File: src/rtl/uart_mmio_ctrl.sv
// Memory-mapped UART controller for the M stage: decodes IO-space accesses, buffers TX/RX bytes
// in FIFOs, drives the UART ready/valid handshakes and exposes a free-running cycle counter.
module uart_mmio_ctrl #(
  parameter int unsigned FIFO_DEPTH = 8,
  parameter logic [3:0]  IO_NIBBLE  = 4'h8
) (
  input  logic        clk,
  input  logic        reset,
  input  logic        stall,
  input  logic        mem_valid_m,
  input  logic        is_load_m,
  input  logic        is_store_m,
  input  logic [31:0] addr_m,
  input  logic [7:0]  wdata_m,
  output logic        io_sel,
  output logic [31:0] io_rdata,
  output logic [7:0]  tx_data,
  output logic        tx_valid,
  input  logic        tx_ready,
  input  logic [7:0]  rx_data,
  input  logic        rx_valid,
  output logic        rx_ready
);

  localparam int unsigned PtrW = $clog2(FIFO_DEPTH);
  localparam int unsigned CntW = PtrW + 1;
  localparam logic [CntW-1:0] FullCount = CntW'(FIFO_DEPTH);

  localparam logic [7:0] OffStatus = 8'h00;
  localparam logic [7:0] OffRxData = 8'h04;
  localparam logic [7:0] OffTxData = 8'h08;
  localparam logic [7:0] OffCycles = 8'h10;

  // TX FIFO state
  logic [7:0]      txMem [FIFO_DEPTH];
  logic [PtrW-1:0] txWrPtr;
  logic [PtrW-1:0] txRdPtr;
  logic [CntW-1:0] txCount;
  logic            txOvf;

  // RX FIFO state
  logic [7:0]      rxMem [FIFO_DEPTH];
  logic [PtrW-1:0] rxWrPtr;
  logic [PtrW-1:0] rxRdPtr;
  logic [CntW-1:0] rxCount;

  logic [31:0] cycleCount;

  logic       acc;
  logic       cpuLoad;
  logic       cpuStore;
  logic [7:0] offset;
  logic       txFull;
  logic       txEmpty;
  logic       rxFull;
  logic       rxEmpty;
  logic       txPushReq;
  logic       txPush;
  logic       txPop;
  logic       txOvfSet;
  logic       txOvfClear;
  logic       rxPush;
  logic       rxPop;
  logic       cycleClear;
  logic       unusedAddr;

  assign unusedAddr = ^addr_m[27:8];

  // Decode
  assign io_sel   = (addr_m[31:28] == IO_NIBBLE);
  assign acc      = mem_valid_m & io_sel & ~stall;
  assign offset   = addr_m[7:0];
  assign cpuLoad  = acc & is_load_m;
  // A simultaneous load flag wins; the store half is dropped.
  assign cpuStore = acc & is_store_m & ~is_load_m;

  // Full/empty come from the registered counts only, so same-cycle UART activity never
  // rescues a CPU push into a full TX FIFO.
  assign txFull  = (txCount == FullCount);
  assign txEmpty = (txCount == '0);
  assign rxFull  = (rxCount == FullCount);
  assign rxEmpty = (rxCount == '0);

  assign txPushReq  = cpuStore & (offset == OffTxData);
  assign txPush     = txPushReq & ~txFull;
  assign txOvfSet   = txPushReq & txFull;
  assign txOvfClear = cpuStore & (offset == OffStatus);
  assign cycleClear = cpuStore & (offset == OffCycles);
  assign rxPop      = cpuLoad & (offset == OffRxData) & ~rxEmpty;

  // UART side
  assign tx_valid = ~txEmpty;
  assign tx_data  = txMem[txRdPtr];
  assign txPop    = tx_valid & tx_ready;
  assign rx_ready = ~rxFull;
  assign rxPush   = rx_valid & rx_ready;

  // Load data mux, zero latency
  always_comb begin
    io_rdata = '0;
    if (io_sel) begin
      unique case (offset)
        OffStatus: io_rdata = {29'b0, txOvf, ~txFull, ~rxEmpty};
        OffRxData: io_rdata = rxEmpty ? 32'b0 : {24'b0, rxMem[rxRdPtr]};
        OffCycles: io_rdata = cycleCount;
        default:   io_rdata = '0;
      endcase
    end
  end

  // FIFO storage carries no reset; only pointers and counts define validity.
  always_ff @(posedge clk) begin
    if (txPush) txMem[txWrPtr] <= wdata_m;
    if (rxPush) rxMem[rxWrPtr] <= rx_data;
  end

  always_ff @(posedge clk) begin
    if (reset) begin
      txWrPtr <= '0;
      txRdPtr <= '0;
      txCount <= '0;
      txOvf   <= 1'b0;
    end else begin
      if (txPush) txWrPtr <= txWrPtr + PtrW'(1);
      if (txPop)  txRdPtr <= txRdPtr + PtrW'(1);
      unique case ({txPush, txPop})
        2'b10:   txCount <= txCount + CntW'(1);
        2'b01:   txCount <= txCount - CntW'(1);
        default: txCount <= txCount;
      endcase
      if (txOvfSet)        txOvf <= 1'b1;
      else if (txOvfClear) txOvf <= 1'b0;
    end
  end

  always_ff @(posedge clk) begin
    if (reset) begin
      rxWrPtr <= '0;
      rxRdPtr <= '0;
      rxCount <= '0;
    end else begin
      if (rxPush) rxWrPtr <= rxWrPtr + PtrW'(1);
      if (rxPop)  rxRdPtr <= rxRdPtr + PtrW'(1);
      unique case ({rxPush, rxPop})
        2'b10:   rxCount <= rxCount + CntW'(1);
        2'b01:   rxCount <= rxCount - CntW'(1);
        default: rxCount <= rxCount;
      endcase
    end
  end

  // Clear beats increment; wraps naturally at 32 bits.
  always_ff @(posedge clk) begin
    if (reset || cycleClear) cycleCount <= '0;
    else                     cycleCount <= cycleCount + 32'd1;
  end

endmodule
File: config.mk
export PLATFORM = sky130hd
export DESIGN_NAME = uart_mmio_ctrl
export DESIGN_NICKNAME = d
export VERILOG_FILES = /design/src/rtl/uart_mmio_ctrl.sv
export SDC_FILE = /design/constraint.sdc
export NUM_CORES = 1
export LEC_CHECK = 0
export BUFFER_PORTS_ARGS = -buffer_cell sky130_fd_sc_hd__buf_4
export CAP_MARGIN = 10
export CORE_MARGIN = 4
export CORE_UTILIZATION = 40
export CTS_CLUSTER_DIAMETER = 150
export DETAILED_ROUTE_END_ITERATION = 12
export PLACE_DENSITY = 0.71
export SYNTH_ARGS = -nofsm -noshare
export SYNTH_HDL_FRONTEND = slang
export SYNTH_SLANG_ARGS = --single-unit
File: constraint.sdc
create_clock -name clk -period 2.7 [get_ports clk]
set_input_delay 0.135 -clock clk [delete_from_list [all_inputs] [get_ports clk]]
set_output_delay 0.135 -clock clk [all_outputs]
set_load 0.01 [all_outputs]
== Word level (Yosys, flattened, before mapping) ==
Memory sizes are Yosys's and may differ from the RTL's. A register that Yosys moved wholly into a read port is not among the register bits.
Cells that the tools add are included.
W data, S select, Z words.
Storage, ports and cells
  flip-flop bits (word level): 53
  bits in latches: 0
  memory bits (writable): 128
  memory bits (read-only): 0
  input bits: 56
  output and inout bits: 43
  logic and storage cells: 71
  memories kept: 2
Cells by class
  $add $sub $neg: 9
  multiply operators: 0
  divide/modulo/power cells: 0
  magnitude comparators: 0
  equal/unequal tests: 10
  shift operators: 0
  multiplexer cells: 15
  bitwise operators: 20
  reductions and logical operators: 7
Memory list
  rxMem: depth 8, width 8, rd ports 1, clocked after Yosys merged registers in 1, write ports 1, RTL line 42  | logic [7:0] rxMem [FIFO_DEPTH];
  txMem: depth 8, width 8, rd ports 1, clocked after Yosys merged registers in 1, write ports 1, RTL line 35  | logic [7:0] txMem [FIFO_DEPTH];
Operators by type and width (number)
  $pmux W32 S3: 1
  $add A32 B1 Y32 const B: 1
  $mux W32: 1
  $pmux W4 S2: 2
  $and A1 B1 Y1: 14
  $add A3 B1 Y3 const B: 4
  $eq A4 B4 Y1 const B: 3
  $mux W3: 4
  $add A4 B1 Y4 const B: 2
  $eq A8 B3 Y1 const B: 1
  $eq A8 B4 Y1 const B: 1
  $eq A8 B5 Y1 const B: 1
  $logic_not A4 Y1: 2
  $logic_not A8 Y1: 1
  $mux W8: 1
  $sub A4 B1 Y4 const B: 2
  $mux W1: 6
  $not A1 Y1: 6
  $reduce_bool A2 Y1: 3
  $eq A2 B1 Y1 const B: 2
  $eq A2 B2 Y1 const B: 2
  $logic_or A1 B1 Y1: 1

== Logic depth before layout (Yosys ltp) ==
Gate-level depths: netlist of the first run.
  depth in word-level cells: 9
  depth in mapped cells: 12
  mapped depth without buffers: 11

== Worst setup path after synthesis of the first run ==
OpenSTA, ideal clock, no wires.
  path type: register -> register
  from: register rxCount[1]
  to: register rxCount[2]
  setup time: 0.070 ns
  arrival: 2.682 ns
  required time: 2.630 ns
  slack: -0.052 ns
  cell stages (with the launch flop): 13
  path buffers: 2
  cells stage by stage: dfxtp_1 > clkbuf_1 > or4_1 > nand4_1 > clkbuf_1 > nor2_1 > ha_1 > xor2_1 > ha_1 > a21oi_1 > xor2_1 > or3_1 > a21oi_1
On the way
  cells in the longest elaborated chain, start to end: 5
  elaborated cells on any way between the ends: 12
RTL lines
  from (decl): RTL line 45  | logic [CntW-1:0] rxCount;
  from (signal assigned): RTL line 145  | 2'b10: rxCount <= rxCount + CntW'(1);
  from (signal assigned): RTL line 146  | 2'b01: rxCount <= rxCount - CntW'(1);
  from (signal assigned): RTL line 147  | default: rxCount <= rxCount;
  $logic_not A4 Y1 (*): RTL line 82  | assign rxEmpty = (rxCount == '0);
  $not A1 Y1 (*): RTL line 89  | assign rxPop = cpuLoad & (offset == OffRxData) & ~rxEmpty;
  $and A1 B1 Y1 (*): RTL line 89
  via rxPop: RTL line 63  | logic rxPop;
  $eq A2 B1 Y1 / $eq A2 B2 Y1 (equally long branches): RTL line 144  | unique case ({rxPush, rxPop})
  $pmux W4 S2 / $reduce_bool A2 Y1 (equally long branches)
The timed path passes the listed nets; every way through them passes the cells marked *.
A chain may end at the register's enable or synchronous reset.

== Worst setup path after layout of the first run ==
Same ends and word-level chain as after synthesis.

==> results of run 1 <==
## critical path, stage by stage, from the launching register on
cell	delay, ns
sky130_fd_sc_hd__dfxtp_1	0.39
sky130_fd_sc_hd__or4_1	0.59
sky130_fd_sc_hd__nand4_1	0.14
sky130_fd_sc_hd__nor2_1	0.09
sky130_fd_sc_hd__ha_2	0.22
sky130_fd_sc_hd__xor2_1	0.16
sky130_fd_sc_hd__ha_1	0.20
sky130_fd_sc_hd__a21oi_2	0.11
sky130_fd_sc_hd__xor2_1	0.09
sky130_fd_sc_hd__or3_1	0.31
sky130_fd_sc_hd__a21oi_1	0.14
## cells in the mapped netlist (all sizes together) (2+ instances only)
cell	instances	share of area, %
edfxtp	128	48
o31ai	11	1.0
nand3	17	1.1
or4	17	1.6
nor2b	4	0.31
mux2	10	1.4
mux4	32	9.1
a31o	2	0.22
o22ai	2	0.16
nand3b	4	0.38
xnor2	11	1.2
clkbuf	17	0.80
dfxtp	59	15
nand2	18	0.85
and4	3	0.33
nor4	7	0.63
ha	11	1.7
nor3	11	0.75
or4b	2	0.30
nor4b	2	0.22
o21ai	14	0.88
buf	10	0.69
o2bb2ai	5	0.55
nor2	39	1.8
nand2b	5	0.39
xor2	13	1.4
or3	12	0.94
and2	25	2.0
mux2i	10	1.3
nand4	10	0.97
and3	2	0.16
inv	11	0.52
a21oi	31	2.0
## registers in the layout (all words and copies together), names as in the netlist, 4 cells and up, named ones only
signal and flops:
rxCount 4, cycleCount 32, rxMem 64, txMem 64, txCount 4
## cell type report
class	count	area (µm²)	area share, %
repair buffers	125	981	10.0
clock buffers	18	429	4.40
diodes	1	2.50	0.0256
inverters	11	41.3	0.423
well taps	265	332	3.40
multi-input cells	342	2790	28.5
flip-flops and latches	187	5020	51.5
clock inverters	14	166	1.70
## final timing paths
check                                     from  cells after the start        endpoint
worst max-delay path                rxCount[1]                     10      rxCount[2]
worst min-delay path                  tx_ready                      3      txRdPtr[1]
worst max register to register      rxCount[1]                     10      rxCount[2]
worst min register to register  cycleCount[31]                      2  cycleCount[31]
## metrics by stage
step	cell area [µm²]	setup WS [ns]
final	9760	0.207
after global routing	9760	0.0501
after CTS	9750	0.0907
after detailed placement	8980	0.0320
after global placement	8980	0.0860
after floorplan	7960	0.00540
## routing by layer
layer	vias up	global-route usage (%)	routed length, µm	part of all wire [%]
met5	-	0	0	0
met4	0	5.68	310	1.9
met3	20	3.59	675	4.1
met2	112	26.3	8350	51
met1	2557	19.4	7040	43
li1	2427	-	-	-
## report_power, final
| group | internal [mW] | leakage (nW) | switching (mW) |
|---|---|---|---|
| logic | 0.0929 | 1.40 | 0.101 |
| clock network | 1.25 | 0.286 | 1.21 |
| registers | 3.09 | 1.63 | 0.0203 |
| total | 4.43 | 3.32 | 1.33 |
## logic make-up (layout without fill, tap and decap cells)
| kind of cell | count (synthesis) | in the layout | share of synthesized area [%] |
|---|---|---|---|
| flip-flops | 187 | 187 | 63.2 |
| AND/OR/NAND/NOR | 183 | 183 | 13.3 |
| AO/OA/AOI/OAI | 72 | 72 | 5.47 |
| multiplexers | 52 | 52 | 11.7 |
| buffers and inverters | 38 | 168 | 2.01 |
| XOR/XNOR | 24 | 24 | 2.64 |
| adder cells (fa/ha/maj) | 11 | 11 | 1.73 |
| other | 0 | 1 | 0 |
## timing repair
| action | 4_1_cts | 5_1_grt |
|---|---|---|
| gates resized for setup | 0 | 4 |
| setup buffers | 0 | 0 |
| endpoints found under the setup margin | 0 | 2 |
| hold buffers | 17 | 0 |
| endpoints found under the hold margin | 129 | 0 |
==> results.json, run 1 <==
{
  "finalSetupTns_ns": 0,
  "synth.lib_cells_used.distinct": 51,
  "post-dp-hpwl_um": 11100,
  "timing.critical_path.required_ns": 3.06,
  "mapped_nets": 634,
  "total_leakage_power_nw": 3.32,
  "outcome": "finished, final reports clean",
  "start_util_pct": 40.7,
  "clkLatencyLatePin_ns": 0.43,
  "timing.hold.ws_ns": 0.0342,
  "drt-initial-drc-count": 244,
  "cts_buffers": 17,
  "cp_data_arrival_time_ns": 2.85,
  "die_width_um": 149,
  "number_of_input_and_output_port_buffers_inserted": 78,
  "die_height_um": 149,
  "grt_use_total_pct": 15.5,
  "core-area_um2": 19500,
  "mostFrequentLayoutCell": "sky130_fd_sc_hd__edfxtp_1",
  "final_min_period_over_clock_period_pct": 92.3,
  "synth_ff_type": "sky130_fd_sc_hd__edfxtp_1",
  "global_route_wire_length_before_repair_um": 26900,
  "antenna_found_initial": 1,
  "final_nets": 751,
  "vias": 5116,
  "tritoncts_clock_tree": "yes",
  "final_period_minus_worst_setup_slack_ns": 2.49,
  "cts_root_buf": "sky130_fd_sc_hd__clkbuf_16",
  "post_synth.cell_area_avg_um2": 14.0,
  "p_total_mw": 5.76,
  "rsz0062_at_grt": "false",
  "postSynthRegisterBits": 187,
  "worst_ir_drop_vdd_v": 0.000435,
  "numPlacedInstances": 913,
  "finish.cell_count_without_fillers": 963,
  "crit_fanout": 8,
  "die_area_um2": 22200,
  "boundaryPins": 99,
  "post_synth_inst_count": 567,
  "ant_nets": 0,
  "grt_pass1_vias": 5196,
  "worst_slew_pin_slew_ns": 0.741,
  "rrSetupSlack_ns": 0.21,
  "fillerInstances": 1662,
  "placer_s_final_routability_congestion_estimate": 0.779,
  "syn-cell-area_um2": 7960,
  "fmax_mhz": 401,
  "final_cell_mix": "128 x sky130_fd_sc_hd__edfxtp_1, 108 x sky130_fd_sc_hd__buf_4, 59 x sky130_fd_sc_hd__dfxtp_1",
  "finish.utilization_pct": 50.0,
  "detailed_router_iteration_count_before_antenna_repair": 4,
  "clock_tree.htree_level_count": 4,
  "report.final.slew_viol_count": 0,
  "drt-vias-per-instance": 5.31,
  "worst_clock_skew_ns": 0.0183,
  "cp-start-kind": "register",
  "synth-edff-count": 128,
  "worstHoldPathType": "input port to register",
  "drv_cap": 0,
  "wl_um": 16400,
  "post_drt_wl_per_cell_um": 17.0,
  "drt_drc_violations_left": 0,
  "power_density_nw_per_um2": 590,
  "area_growth_pct": 22.7,
  "worst-setup-path-type": "register to register",
  "gr-total-overflow": 0,
  "clock_path_buffers": 2,
  "critical_path.endpoint_type": "register",
  "floorplan.rows": 51,
  "cts_num_sinks": 187,
  "grt_max_degree": 33,
  "max-slew-margin-rel_pct": 50.5,
  "clkSlewWorstSetupHoldPaths_ns": 0.07,
  "layout-drive-gt1-share_pct": 27.5,
  "timing.final.setup_violations": 0,
  "synthesis.yosys.warnings": 0,
  "seq_area_frac_synth_pct": 63.2,
  "async_reset_ff_share_pct": 0,
  "timing.final.hold_violations": 0
}
Power figures use the tool's default switching activity.
==> run 2: changes to the inputs <==
--- a/config.mk
+++ b/config.mk
@@ -7,11 +7,14 @@
 export LEC_CHECK = 0
 export BUFFER_PORTS_ARGS = -buffer_cell sky130_fd_sc_hd__buf_4
 export CAP_MARGIN = 10
+export CELL_PAD_IN_SITES_DETAIL_PLACEMENT = 2
+export CELL_PAD_IN_SITES_GLOBAL_PLACEMENT = 2
 export CORE_MARGIN = 4
-export CORE_UTILIZATION = 40
+export CORE_UTILIZATION = 37
 export CTS_CLUSTER_DIAMETER = 150
 export DETAILED_ROUTE_END_ITERATION = 12
-export PLACE_DENSITY = 0.71
+export PLACE_DENSITY = 0.86
+export RECOVER_POWER = 100
 export SYNTH_ARGS = -nofsm -noshare
 export SYNTH_HDL_FRONTEND = slang
 export SYNTH_SLANG_ARGS = --single-unit
==> run 2 against run 1 <==
Net effect: via count increased by 4.7%; routed wire length increased by 37%; flip-flop and latch count unchanged; cell count increased by 1.0%; global-route usage increased by 3.6 points; combinational power about the same; register-to-register slack got worse by 0.05 ns; first-iteration DRC count decreased by 28%; sequential power about the same; final area decreased by 0.54%; highest routed layer unchanged.
==> results.json, run 2 (same netlist as run 1, synthesis figures left out) <==
{
  "drv_cap": 0,
  "grt_max_degree": 33,
  "fillerInstances": 2071,
  "power_density_nw_per_um2": 615,
  "crit_fanout": 6,
  "timing.critical_path.required_ns": 3.07,
  "total_leakage_power_nw": 3.25,
  "global_route_wire_length_before_repair_um": 35000,
  "fmax_mhz": 393,
  "grt_use_total_pct": 19.1,
  "clock_tree.htree_level_count": 4,
  "timing.final.hold_violations": 0,
  "post-dp-hpwl_um": 15100,
  "final_period_minus_worst_setup_slack_ns": 2.54,
  "die_area_um2": 23900,
  "clkSlewWorstSetupHoldPaths_ns": 0.08,
  "grt_pass1_vias": 6035,
  "final_cell_mix": "128 x sky130_fd_sc_hd__edfxtp_1, 83 x sky130_fd_sc_hd__buf_4, 57 x sky130_fd_sc_hd__dfxtp_1",
  "worst_clock_skew_ns": 0.0158,
  "start_util_pct": 37.7,
  "critical_path.endpoint_type": "register",
  "final_nets": 752,
  "finalSetupTns_ns": 0,
  "vias": 5357,
  "largest_registers": "rxMem x64, txMem x64, cycleCount x32",
  "cts_buffers": 17,
  "timing.final.setup_violations": 0,
  "post_drt_wl_per_cell_um": 23.0,
  "clock_path_buffers": 2,
  "cts_root_buf": "sky130_fd_sc_hd__clkbuf_16",
  "worstHoldPathType": "input port to register",
  "report.final.slew_viol_count": 0,
  "cp-start-kind": "register",
  "worst-setup-path-type": "register to register",
  "detailed_router_iteration_count_before_antenna_repair": 4,
  "cts_setup_buffers": 0,
  "tritoncts_clock_tree": "yes",
  "clkLatencyLatePin_ns": 0.44,
  "p_total_mw": 5.97,
  "placer_s_final_routability_congestion_estimate": 0.773,
  "ant_nets": 0,
  "die_width_um": 155,
  "area_growth_pct": 22.0,
  "layout-drive-gt1-share_pct": 24.2,
  "final_min_period_over_clock_period_pct": 94.1,
  "mostFrequentLayoutCell": "sky130_fd_sc_hd__edfxtp_1",
  "core-area_um2": 21100,
  "drt_drc_violations_left": 0,
  "number_of_input_and_output_port_buffers_inserted": 78,
  "die_height_um": 155,
  "worst_slew_pin_slew_ns": 0.846,
  "num_antenna_cells": 0,
  "cp_data_arrival_time_ns": 2.91,
  "worst_ir_drop_vdd_v": 0.000364,
  "antenna_found_initial": 0,
  "drt-vias-per-instance": 5.51,
  "gr-total-overflow": 0,
  "max-slew-margin-rel_pct": 43.5,
  "outcome": "finished, final reports clean",
  "wl_um": 22400,
  "boundaryPins": 99,
  "floorplan.rows": 53,
  "cts_num_sinks": 187,
  "drt-initial-drc-count": 175
}
## run 2: cell count changes in the layout (fill, tap and decap cells not counted), sizes merged
| cell | delta |
|---|---|
| buf | -25 |
| clkbuf | +25 |
| bufinv | +2 |
| clkinvlp | -1 |
| diode | -1 |
## run 2: metal layers
layer,up-vias,wire length [µm],global-route usage [%]
met4,0,479,5.68
met1,2781,8580,21.1
met5,-,0,0
met2,110,12600,36.6
met3,33,718,4.20
li1,2433,-,-
## run 2: final cells by class
class	count	area, µm²	area share, %
multi-input cells	342	2780	28.6
repair buffers	126	896	9.23
well taps	275	344	3.54
inverters	11	41.3	0.425
clock buffers	17	425	4.38
clock inverters	15	196	2.02
flip-flops and latches	187	5030	51.8
## run 2: per-stage QoR
step	instances	setup slack [ns]	util, %	hold WS [ns]	area [µm²]
after floorplan	567	0.00540	-	0.234	7960
after global placement	924	0.0889	42.7	0.360	9000
after detailed placement	924	-0.124	42.7	0.374	9000
after CTS	973	0.0295	46.4	0.00919	9790
after global routing	973	-0.00242	46.0	0.0177	9710
final	973	0.158	46.0	0.0298	9710
## run 2: path summary, 6_finish.rpt
path	endpoint	slack, ns	cells past startpoint	start
setup / recovery	rxCount[2]	0.16	10	rxCount[0]
hold / removal	register	0.03	3	tx_ready
setup reg to reg	rxCount[2]	0.16	10	rxCount[0]
hold reg to reg	cycleCount[31]	0.52	2	cycleCount[31]
## run 2: timing repair
action	4_1_cts	5_1_grt
resized for setup	0	6
endpoints found under the hold margin	129	0
hold buffers	17	0
setup endpoints to repair	0	3
## run 2: where the power goes
group          total, mW  leakage (nW)  internal, mW  switching [mW]
combinational      0.194          1.32        0.0798           0.114
clock               2.66         0.305          1.42            1.24
sequential          3.11          1.63          3.09          0.0252
total               5.97          3.25          4.59            1.38
## run 2: worst max-delay path, cell delays in order (launching register included)
cell and delay, ns:
sky130_fd_sc_hd__dfxtp_1 0.37, sky130_fd_sc_hd__or4_1 0.59, sky130_fd_sc_hd__nand4_1 0.16, sky130_fd_sc_hd__nor2_1 0.10
sky130_fd_sc_hd__ha_2 0.23, sky130_fd_sc_hd__xor2_1 0.16, sky130_fd_sc_hd__ha_1 0.18, sky130_fd_sc_hd__a21oi_1 0.15
sky130_fd_sc_hd__xor2_1 0.10, sky130_fd_sc_hd__or3_1 0.31, sky130_fd_sc_hd__a21oi_1 0.13
